--- src/rtl/vram_slot_arbiter.sv ---
// vram_slot_arbiter
//   Shares one VRAM port between display fetch, sprite engine and CPU. Each
//   pixel period is 5 serial clocks. At most one access is granted per
//   period, and only in the cycle where I_phase_0 is high.
//
//   Timeline of one access (T0 = grant cycle):
//     T0             ack (combinational), request fields are registered
//     T1             O_mem_ce with the registered addr/we/wdata
//     T1+RD_LATENCY  I_mem_rdata captured at the end of this cycle (reads)
//     T2+RD_LATENCY  owner's rvalid pulse, rdata updated and held
//
//   Ports
//     O_serial_clk, O_N_reset    serial clock, async active-low reset
//     I_phase_0                  phase-0 marker from the phase generator
//     I/O_disp_*, I/O_spr_*      read-only requesters (level req, 1-cycle ack)
//     I/O_cpu_*                  read/write requester
//     O_mem_*, I_mem_rdata       VRAM interface
//     O_phase_err                phase-0 seen while the internal phase != 0
module vram_slot_arbiter #(
  parameter int ADDR_W     = 14,
  parameter int DATA_W     = 8,
  parameter int RD_LATENCY = 2
) (
  input  logic              O_serial_clk,
  input  logic              O_N_reset,
  input  logic              I_phase_0,
  input  logic              I_disp_req,
  input  logic [ADDR_W-1:0] I_disp_addr,
  output logic              O_disp_ack,
  output logic              O_disp_rvalid,
  output logic [DATA_W-1:0] O_disp_rdata,
  input  logic              I_spr_req,
  input  logic [ADDR_W-1:0] I_spr_addr,
  output logic              O_spr_ack,
  output logic              O_spr_rvalid,
  output logic [DATA_W-1:0] O_spr_rdata,
  input  logic              I_cpu_req,
  input  logic              I_cpu_we,
  input  logic [ADDR_W-1:0] I_cpu_addr,
  input  logic [DATA_W-1:0] I_cpu_wdata,
  output logic              O_cpu_ack,
  output logic              O_cpu_rvalid,
  output logic [DATA_W-1:0] O_cpu_rdata,
  output logic              O_mem_ce,
  output logic              O_mem_we,
  output logic [ADDR_W-1:0] O_mem_addr,
  output logic [DATA_W-1:0] O_mem_wdata,
  input  logic [DATA_W-1:0] I_mem_rdata,
  output logic              O_phase_err
);

  typedef enum logic [1:0] {S_IDLE, S_ISSUE, S_WAIT, S_DELIVER} state_t;

  localparam logic [1:0] OWN_DISP  = 2'd0;
  localparam logic [1:0] OWN_SPR   = 2'd1;
  localparam logic [1:0] OWN_CPU   = 2'd2;
  localparam logic [1:0] WCNT_INIT = 2'(RD_LATENCY - 1);

  state_t            r_state, w_state_nxt;
  logic [2:0]        r_ph;
  logic              r_synced;
  logic              r_rr_cpu;     // 1: CPU wins a sprite/CPU tie
  logic [1:0]        r_wcnt;
  logic [1:0]        r_owner;
  logic              r_is_rd;
  logic              r_mem_ce, r_mem_we;
  logic [ADDR_W-1:0] r_mem_addr;
  logic [DATA_W-1:0] r_mem_wdata;
  logic              r_disp_rvalid, r_spr_rvalid, r_cpu_rvalid;
  logic [DATA_W-1:0] r_disp_rdata, r_spr_rdata, r_cpu_rdata;

  logic              w_arb, w_g_disp, w_g_spr, w_g_cpu, w_grant, w_cpu_wr;
  logic              w_cap;
  logic [ADDR_W-1:0] w_addr;

  // Arbitration window. Reset gating keeps the combinational acks at 0 while
  // the block is held in reset.
  assign w_arb    = I_phase_0 & O_N_reset & (r_state == S_IDLE);
  assign w_g_disp = w_arb & I_disp_req;
  assign w_g_cpu  = w_arb & ~I_disp_req & I_cpu_req & (r_rr_cpu | ~I_spr_req);
  assign w_g_spr  = w_arb & ~I_disp_req & I_spr_req & (~r_rr_cpu | ~I_cpu_req);
  assign w_grant  = w_g_disp | w_g_spr | w_g_cpu;
  assign w_cpu_wr = w_g_cpu & I_cpu_we;
  assign w_addr   = w_g_disp ? I_disp_addr : (w_g_spr ? I_spr_addr : I_cpu_addr);

  assign O_disp_ack  = w_g_disp;
  assign O_spr_ack   = w_g_spr;
  assign O_cpu_ack   = w_g_cpu;
  assign O_phase_err = I_phase_0 & r_synced & (r_ph != 3'd0);

  // FSM next state; w_cap marks the cycle whose end carries valid read data.
  always_comb begin
    w_state_nxt = r_state;
    w_cap       = 1'b0;
    case (r_state)
      S_IDLE:    if (w_grant) w_state_nxt = S_ISSUE;
      S_ISSUE:   w_state_nxt = r_is_rd ? S_WAIT : S_IDLE;
      S_WAIT:    if (r_wcnt == 2'd0) begin
                   w_state_nxt = S_DELIVER;
                   w_cap       = 1'b1;
                 end
      S_DELIVER: w_state_nxt = S_IDLE;
      default:   w_state_nxt = S_IDLE;
    endcase
  end

  always_ff @(posedge O_serial_clk or negedge O_N_reset) begin
    if (!O_N_reset) r_state <= S_IDLE;
    else            r_state <= w_state_nxt;
  end

  // Phase tracking: I_phase_0 marks phase 0, so the following cycle is phase 1.
  always_ff @(posedge O_serial_clk or negedge O_N_reset) begin
    if (!O_N_reset) begin
      r_ph     <= 3'd0;
      r_synced <= 1'b0;
    end else begin
      if (I_phase_0)           r_ph <= 3'd1;
      else if (r_ph == 3'd4)   r_ph <= 3'd0;
      else                     r_ph <= r_ph + 3'd1;
      if (I_phase_0) r_synced <= 1'b1;
    end
  end

  // Access launch, wait counter and round-robin pointer.
  always_ff @(posedge O_serial_clk or negedge O_N_reset) begin
    if (!O_N_reset) begin
      r_rr_cpu    <= 1'b1;
      r_wcnt      <= 2'd0;
      r_owner     <= OWN_DISP;
      r_is_rd     <= 1'b0;
      r_mem_ce    <= 1'b0;
      r_mem_we    <= 1'b0;
      r_mem_addr  <= '0;
      r_mem_wdata <= '0;
    end else begin
      // mem outputs are zero except in the single strobe cycle
      r_mem_ce    <= w_grant;
      r_mem_we    <= w_cpu_wr;
      r_mem_addr  <= w_grant ? w_addr : '0;
      r_mem_wdata <= w_cpu_wr ? I_cpu_wdata : '0;
      if (w_grant) begin
        r_owner <= w_g_disp ? OWN_DISP : (w_g_spr ? OWN_SPR : OWN_CPU);
        r_is_rd <= ~w_cpu_wr;
      end
      if (w_g_cpu)      r_rr_cpu <= 1'b0;
      else if (w_g_spr) r_rr_cpu <= 1'b1;
      if (r_state == S_ISSUE)                      r_wcnt <= WCNT_INIT;
      else if (r_state == S_WAIT && r_wcnt != 2'd0) r_wcnt <= r_wcnt - 2'd1;
    end
  end

  // Read return: data captured into the owner's holding register.
  always_ff @(posedge O_serial_clk or negedge O_N_reset) begin
    if (!O_N_reset) begin
      r_disp_rvalid <= 1'b0;
      r_spr_rvalid  <= 1'b0;
      r_cpu_rvalid  <= 1'b0;
      r_disp_rdata  <= '0;
      r_spr_rdata   <= '0;
      r_cpu_rdata   <= '0;
    end else begin
      r_disp_rvalid <= w_cap & (r_owner == OWN_DISP);
      r_spr_rvalid  <= w_cap & (r_owner == OWN_SPR);
      r_cpu_rvalid  <= w_cap & (r_owner == OWN_CPU);
      if (w_cap && r_owner == OWN_DISP) r_disp_rdata <= I_mem_rdata;
      if (w_cap && r_owner == OWN_SPR)  r_spr_rdata  <= I_mem_rdata;
      if (w_cap && r_owner == OWN_CPU)  r_cpu_rdata  <= I_mem_rdata;
    end
  end

  assign O_mem_ce      = r_mem_ce;
  assign O_mem_we      = r_mem_we;
  assign O_mem_addr    = r_mem_addr;
  assign O_mem_wdata   = r_mem_wdata;
  assign O_disp_rvalid = r_disp_rvalid;
  assign O_spr_rvalid  = r_spr_rvalid;
  assign O_cpu_rvalid  = r_cpu_rvalid;
  assign O_disp_rdata  = r_disp_rdata;
  assign O_spr_rdata   = r_spr_rdata;
  assign O_cpu_rdata   = r_cpu_rdata;

endmodule

--- config.mk ---
export PLATFORM = sky130hd
export DESIGN_NAME = vram_slot_arbiter
export DESIGN_NICKNAME = d
export VERILOG_FILES = /design/src/rtl/vram_slot_arbiter.sv
export SDC_FILE = /design/constraint.sdc
export NUM_CORES = 1
export LEC_CHECK = 0
export CAP_MARGIN = 20
export CORE_MARGIN = 1.5
export CORE_UTILIZATION = 43
export CTS_BUF_LIST = sky130_fd_sc_hd__clkbuf_4
export CTS_CLUSTER_SIZE = 8
export DETAILED_ROUTE_END_ITERATION = 16
export PLACE_DENSITY = 0.9
export SLEW_MARGIN = 20
export SYNTH_ARGS = -nofsm -noshare
export SYNTH_HDL_FRONTEND = slang
export SYNTH_SLANG_ARGS = --single-unit
--- constraint.sdc ---
create_clock -name O_serial_clk -period 2.2 [get_ports O_serial_clk]
set_input_delay 0.33 -clock O_serial_clk [delete_from_list [all_inputs] [get_ports O_serial_clk]]
set_output_delay 0.33 -clock O_serial_clk [all_outputs]
set_load 0.01 [all_outputs]
==> results of run 1 <==
[cells by family (layout without fill, tap and decap cells)]
kind of cell / after synthesis / in the layout
compound gates: 42 / 42
fa+ha+maj: 3 / 3
buf+inv: 22 / 162
flops: 63 / 63
mux: 24 / 24
simple gates: 48 / 48
[metal layers]
layer  track usage [%]  part of all wire, %
met5                 0                    0
met4              8.97                  1.9
met3              5.39                  6.2
met2              36.0                   54
met1              23.5                   38
[worst max-delay path: cells and delay by family (launching register included)]
family | cells | cell delay, ns
adders and majority gates | 1 | 0.21
AOI/OAI and AO/OA | 1 | 0.14
buffers and inverters | 2 | 0.60
DFF | 1 | 0.38
[final cells by class]
| class | instances | area (µm²) | share of cell area [%] |
|---|---|---|---|
| sequential | 63 | 1580 | 38.1 |
| timing repair buffer | 132 | 1280 | 30.9 |
| multi-input combinational | 117 | 952 | 23.0 |
| clock inverter | 6 | 109 | 2.63 |
| tap | 75 | 93.8 | 2.26 |
| clock buffer | 10 | 75.1 | 1.81 |
| inverter | 14 | 55.1 | 1.33 |
[registers in the layout, summed over array words and instances, names as in the netlist, named ones only]
name,flops
r_is_rd,1
O_spr_rvalid,1
O_cpu_rdata,8
r_wcnt,2
O_mem_ce,1
r_state,1
O_mem_wdata,8
r_ph,3
O_mem_we,1
O_disp_rvalid,1
O_spr_rdata,8
O_disp_rdata,8
r_owner,2
O_cpu_rvalid,1
r_rr_cpu,1
r_synced,1
O_mem_addr,14
[cells in the mapped netlist (3+ instances only)]
library cell / count / area, µm²
nor3_1: 3 / 15.0
a21oi_1: 14 / 70.1
a22oi_1: 6 / 45.0
mux2_1: 5 / 56.3
and3_1: 8 / 50.1
nor2_1: 4 / 15.0
nand2_1: 7 / 26.3
mux2_2: 19 / 214
buf_2: 5 / 25.0
nand3_1: 15 / 75.1
inv_1: 13 / 48.8
ha_1: 3 / 37.5
a21oi_2: 8 / 70.1
dfrtp_1: 62 / 1550
a22oi_2: 8 / 100
[worst paths after layout]
| kind | start | to | slack (ns) | depth (start not counted) |
|---|---|---|---|---|
| worst min register to register | r_synced | r_synced | 0.49 | 1 |
| worst min-delay path | O_N_reset | r_ph[2] | 0.12 | 2 |
| max in group asynchronous | O_N_reset | r_state[0] | 1.53 | 2 |
| min in group O_serial_clk | r_synced | r_synced | 0.49 | 1 |
| worst max-delay path | r_ph[0] | O_phase_err | 0.16 | 4 |
| worst max register to register | r_wcnt[0] | O_disp_rdata[7] | 0.44 | 5 |
[what timing repair did]
action                                  in CTS  in global routing
buffers inserted                             3                  0
gates resized for setup                      4                  0
endpoints found under the setup margin       3                  0
[power by group through the flow]
stage | Clock [µW] | Sequential (µW) | Combinational (µW)
2_1_floorplan | 0 | 1800 | 568
3_3_place_gp | 0 | 1700 | 1410
3_5_place_dp | 0 | 1720 | 1460
4_1_cts | 1010 | 1670 | 1520
5_1_grt | 1060 | 1710 | 1640
6_report | 985 | 1670 | 1500
[per-stage QoR]
step	area [µm²]	TNS (ns)	setup WS (ns)	util, %	hold slack [ns]
after CTS	4140	0	0.132	70.0	0.140
after detailed placement	3940	-0.0802	-0.0393	66.5	0.476
after floorplan	2640	0	0.587	-	0.0344
final	4140	0	0.163	70.0	0.121
after global placement	3940	-0.0532	-0.0308	66.5	0.453
after global routing	4140	0	0.0451	70.0	0.177
[cell usage in the layout, fill, tap and decap left out, types with 2 or more instances in the layout]
| cell type | Yosys | final |
|---|---|---|
| inv_1 | 13 | 13 |
| o21ai_0 | 2 | 2 |
| a22oi_2 | 8 | 8 |
| buf_4 | 0 | 13 |
| dfrtp_1 | 62 | 61 |
| a21oi_2 | 8 | 8 |
| nand3_1 | 15 | 15 |
| dlygate4sd2_1 | 0 | 3 |
| nor2_1 | 4 | 4 |
| or2_2 | 2 | 2 |
| nor3b_1 | 2 | 2 |
| bufinv_16 | 0 | 3 |
| a21oi_1 | 14 | 14 |
| nor3_1 | 3 | 3 |
| a22oi_1 | 6 | 6 |
| clkbuf_4 | 0 | 10 |
| clkdlybuf4s50_1 | 0 | 115 |
| ha_1 | 3 | 3 |
| mux2_2 | 19 | 19 |
| nand2_1 | 7 | 7 |
| and3_1 | 8 | 8 |
| clkinvlp_4 | 0 | 2 |
| mux2_1 | 5 | 5 |
==> flow_metrics.tcl, run 1 <==
set metrics [dict create \
    io_pins 120 \
    wl_um 6120 \
    initial_core_util_pct 44.6 \
    drive_gt1_share_pct 21.9 \
    netSwitchingPower_uw 1190 \
    intPower_uw 2960 \
    status "completed" \
    leakagePower_uw 0.00187 \
    grt_pass1_wl_um 10000 \
    ir_drop_uv 593 \
    grt_setup_unrepaired "no" \
    synth_top_family_by_area "compound AO/OA/AOI/OAI gates" \
    power_frac_comb_pct 36.1 \
    seqPwrFrac_pct 40.2 \
    crit_fanout 3 \
    cts_hold_buf 0 \
    tightest_slew_ns 0.769 \
    synth_ff_type "dfrtp_1" \
    die_area_um2 6620 \
    rows 28 \
    power_uw 4150 \
    maxSlewHeadroom_pct 48.7 \
    maxCapViolCount 0 \
    drc 0 \
    syn_inst 202 \
    firstDrtPassIters 3 \
    swShare_pct 28.6 \
    clk_latency_ns 0.38 \
    cts-htree-levels 3 \
    synth_fa_ha_area_share_pct 1.42 \
    numCtsBuffers 9 \
    via_count 2071 \
    final_cells 417 \
    place_congestion 0.664 \
    worst_path_largest_cell_delay_ns 0.55 \
    netlist_area_um2 2640 \
    synth_edf_count 0 \
    crit_path_end_kind "primary output" \
    nFillCells 447 \
    p_per_area_nw_per_um2 1000 \
    ant_nets 0 \
    finalHoldViolations 0 \
    grt_pass1_vias 2130 \
    drt-initial-drc-count 104 \
    synth-xor-area-share_pct 0 \
    setup_viol 0 \
    cts.sinks 63 \
    max_freq_ghz 0.491 \
    period_needed_ns 2.04 \
    wl_per_cell_um 14.7 \
    finalCritPeriodShare_pct 92.6 \
    crit_type "reg -> out" \
    io_buffers 119 \
    crit_path_start_kind "flip-flop" \
    area_growth_syn_to_layout_pct 57.0 \
    cts_root_buffer "clkbuf_4" \
    hp-class "in -> async" \
    syn_area_per_cell_um2 13.1 \
    fin_nets 405 \
    yosys.area_share.simple_pct 11.4 \
    dp_hpwl_um 4650 \
    antenna_cells 0 \
    synth_warnings 0 \
    syn_nets 270 \
    vias_per_cell 4.97 \
    cts.clk_slew.worst_paths_ns 0.10 \
    arrival_ns 1.71 \
    die_width_um 81.3 \
    cts_tree "done" \
    slowest_stage "clkdlybuf4s50_1" \
    crit_required_ns 1.87 \
    worstPathCellList "inv_1 -> ha_1 -> a21oi_1 -> clkdlybuf4s50_1" \
    dp.cells 398 \
    muxShareOfSynthArea_pct 10.2 \
    gr-usage-all-layers_pct 20.6 \
    overflow 0 \
    ys_seq_elements 63 \
    ys_seq_area_share_pct 59.8 \
    drv_slew 0 \
    ys_types 33 \
    fin_skew_ns 0.00913 \
    p_clk_share_pct 23.7 \
    grt_max_degree 64 \
    core_area_um2 5920 \
    antenna_found_initial 0 \
    synth_async_sr_flop_share_pct 100 \
    synth_compound_area_share_pct 12.7 \
    die_h_um 81.3 \
    clockBufferDepth 2 \
]
No activity file was read; power rests on OpenSTA's default activity.
==> inputs of run 2 (changes only) <==
CORE_MARGIN = default   (was 1.5)
==> run 2 against run 1 <==
  * Sequential share of layout area is 0.37 points higher
  * Clock skew grew 0.0032 ns
  * Die area is 2.4% lower
  * Final cell count did not move
  * Via count grew 2.6%
  * Global-route usage up 1.1 points
  * Count of clock-buffer cells in the layout shrank 1
  * Routed wire length is 3.6% higher
  * Design area fell by 0.97%
  * Non-clock buffer count unchanged
  * Critical endpoint unchanged
  * Largest cell class unchanged
  * Largest power group unchanged
==> flow_metrics.tcl, run 2 (synthesis results as in run 1) <==
set metrics [dict create \
    worstReg2RegStart "r_wcnt[0]" \
    preCtsSetupSlack_ns -0.118 \
    finalHoldViolations 0 \
    initial_core_util_pct 44.6 \
    crit_fanout 3 \
    ir_drop_uv 519 \
    r2r-end "O_disp_rdata[7]" \
    dp_hpwl_um 4660 \
    crit_required_ns 1.87 \
    tightest_slew_ns 0.794 \
    leakagePower_uw 0.00185 \
    rrSetupSlack_ns 0.40 \
    rows 28 \
    drv_slew 0 \
    grt_pass1_vias 2235 \
    setup_viol 0 \
    period_needed_ns 2.08 \
    die_width_um 80.3 \
    place_congestion 0.712 \
    numCtsBuffers 9 \
    wl_um 6340 \
    arrival_ns 1.75 \
    die_area_um2 6450 \
    cts_root_buffer "clkbuf_4" \
    cts_tree "done" \
    antenna_found_initial 0 \
    drive_gt1_share_pct 21.9 \
    crit_path_end_kind "primary output" \
    finalCritPeriodShare_pct 94.7 \
    firstDrtPassIters 4 \
    area_growth_syn_to_layout_pct 55.5 \
    overflow 0 \
    cts-htree-levels 3 \
    clockBufferDepth 2 \
    grt_setup_unrepaired "no" \
    drt-initial-drc-count 65 \
    max_freq_ghz 0.480 \
    layout_common_cells "clkdlybuf4s50_1, dfrtp_1, mux2_2" \
    antenna_cells 0 \
    clk_latency_ns 0.39 \
    io_pins 120 \
    maxSlewHeadroom_pct 47.1 \
    layout_commonest_cell "clkdlybuf4s50_1" \
    io_buffers 119 \
    vias_per_cell 5.09 \
    largest_reg_flops 14 \
    core_area_um2 5920 \
    via_count 2124 \
    wl_per_cell_um 15.2 \
    crit_path_start_kind "flip-flop" \
    gr-usage-all-layers_pct 21.7 \
    die_h_um 80.3 \
    cts.sinks 63 \
    maxCapViolCount 0 \
    cts.clk_slew.worst_paths_ns 0.11 \
    fin_nets 405 \
    drc 0 \
    status "completed" \
    rr_worst_depth 5 \
    p_per_area_nw_per_um2 960 \
    fin_skew_ns 0.0123 \
    grt_pass1_wl_um 10300 \
    hp-class "in -> async" \
    ant_nets 0 \
    setup_ws_ns 0.117 \
    post-route-util_pct 69.3 \
    grt_max_degree 64 \
    crit_type "reg -> out" \
]
run 2: what timing repair did:
action	in CTS	in global routing
buffers inserted	2	0
endpoints found under the setup margin	3	0
hold buffers	0	0
gates resized for setup	4	0
endpoints found under the hold margin	0	0
run 2: final cells by class:
cell class,count,area [µm²]
Clock buffer,9,67.6
Clock inverter,7,63.8
Fill cell,477,1820
Inverter,14,55.1
Multi-Input combinational cell,117,952
Sequential cell,63,1580
Tap cell,75,93.8
Timing Repair Buffer,132,1290
run 2: how the worst max path moves through the flow:
| stage | start | to | slack [ns] |
|---|---|---|---|
| finish | r_ph[0] | O_phase_err | 0.12 |
| detailed placement | I_phase_0 | O_cpu_ack | -0.12 |
| floorplan | r_wcnt[0] | O_cpu_rdata[0] | 0.59 |
| global route | r_ph[0] | O_phase_err | 0.02 |
| global placement | I_phase_0 | O_cpu_ack | -0.08 |
| CTS | r_ph[0] | O_phase_err | 0.09 |
run 2: layer usage:
metal	vias up	part of all wire, %	GRT usage [%]
met5	-	0	0
met4	0	1.4	11.8
met3	8	5.5	5.11
met2	74	55	38.1
met1	1055	38	24.2
li1	987	-	-
run 2: report_power, final:
part / total, µW / internal, µW / switching [µW]
Clock: 749 / 336 / 413
Sequential: 1680 / 1490 / 185
Combinational: 1520 / 896 / 620
Total: 3940 / 2720 / 1220
run 2: critical path, cell delays in order, from the launching register on:
cell and delay, ns:
dfrtp_1 0.39, inv_1 0.06, ha_1 0.22, a21oi_1 0.14
clkdlybuf4s50_1 0.55
run 2: through the flow:
step                area, µm²  total power (µW)  setup TNS [ns]  hold slack [ns]  instances
finish                   4100              3940               0            0.119        417
global route             4100              4190               0            0.198        417
CTS                      4100              3990               0            0.145        417
detailed placement       3960              3200          -0.239            0.465        399
global placement         3960              3120          -0.162            0.452        399
floorplan                2640              2370               0           0.0344        202
==> inputs of run 3 (changes only) <==
CTS_CLUSTER_DIAMETER = 50   (was default)
==> results of run 3 <==
Same layout as run 2: the final DEF is identical, and so are final timing and power.
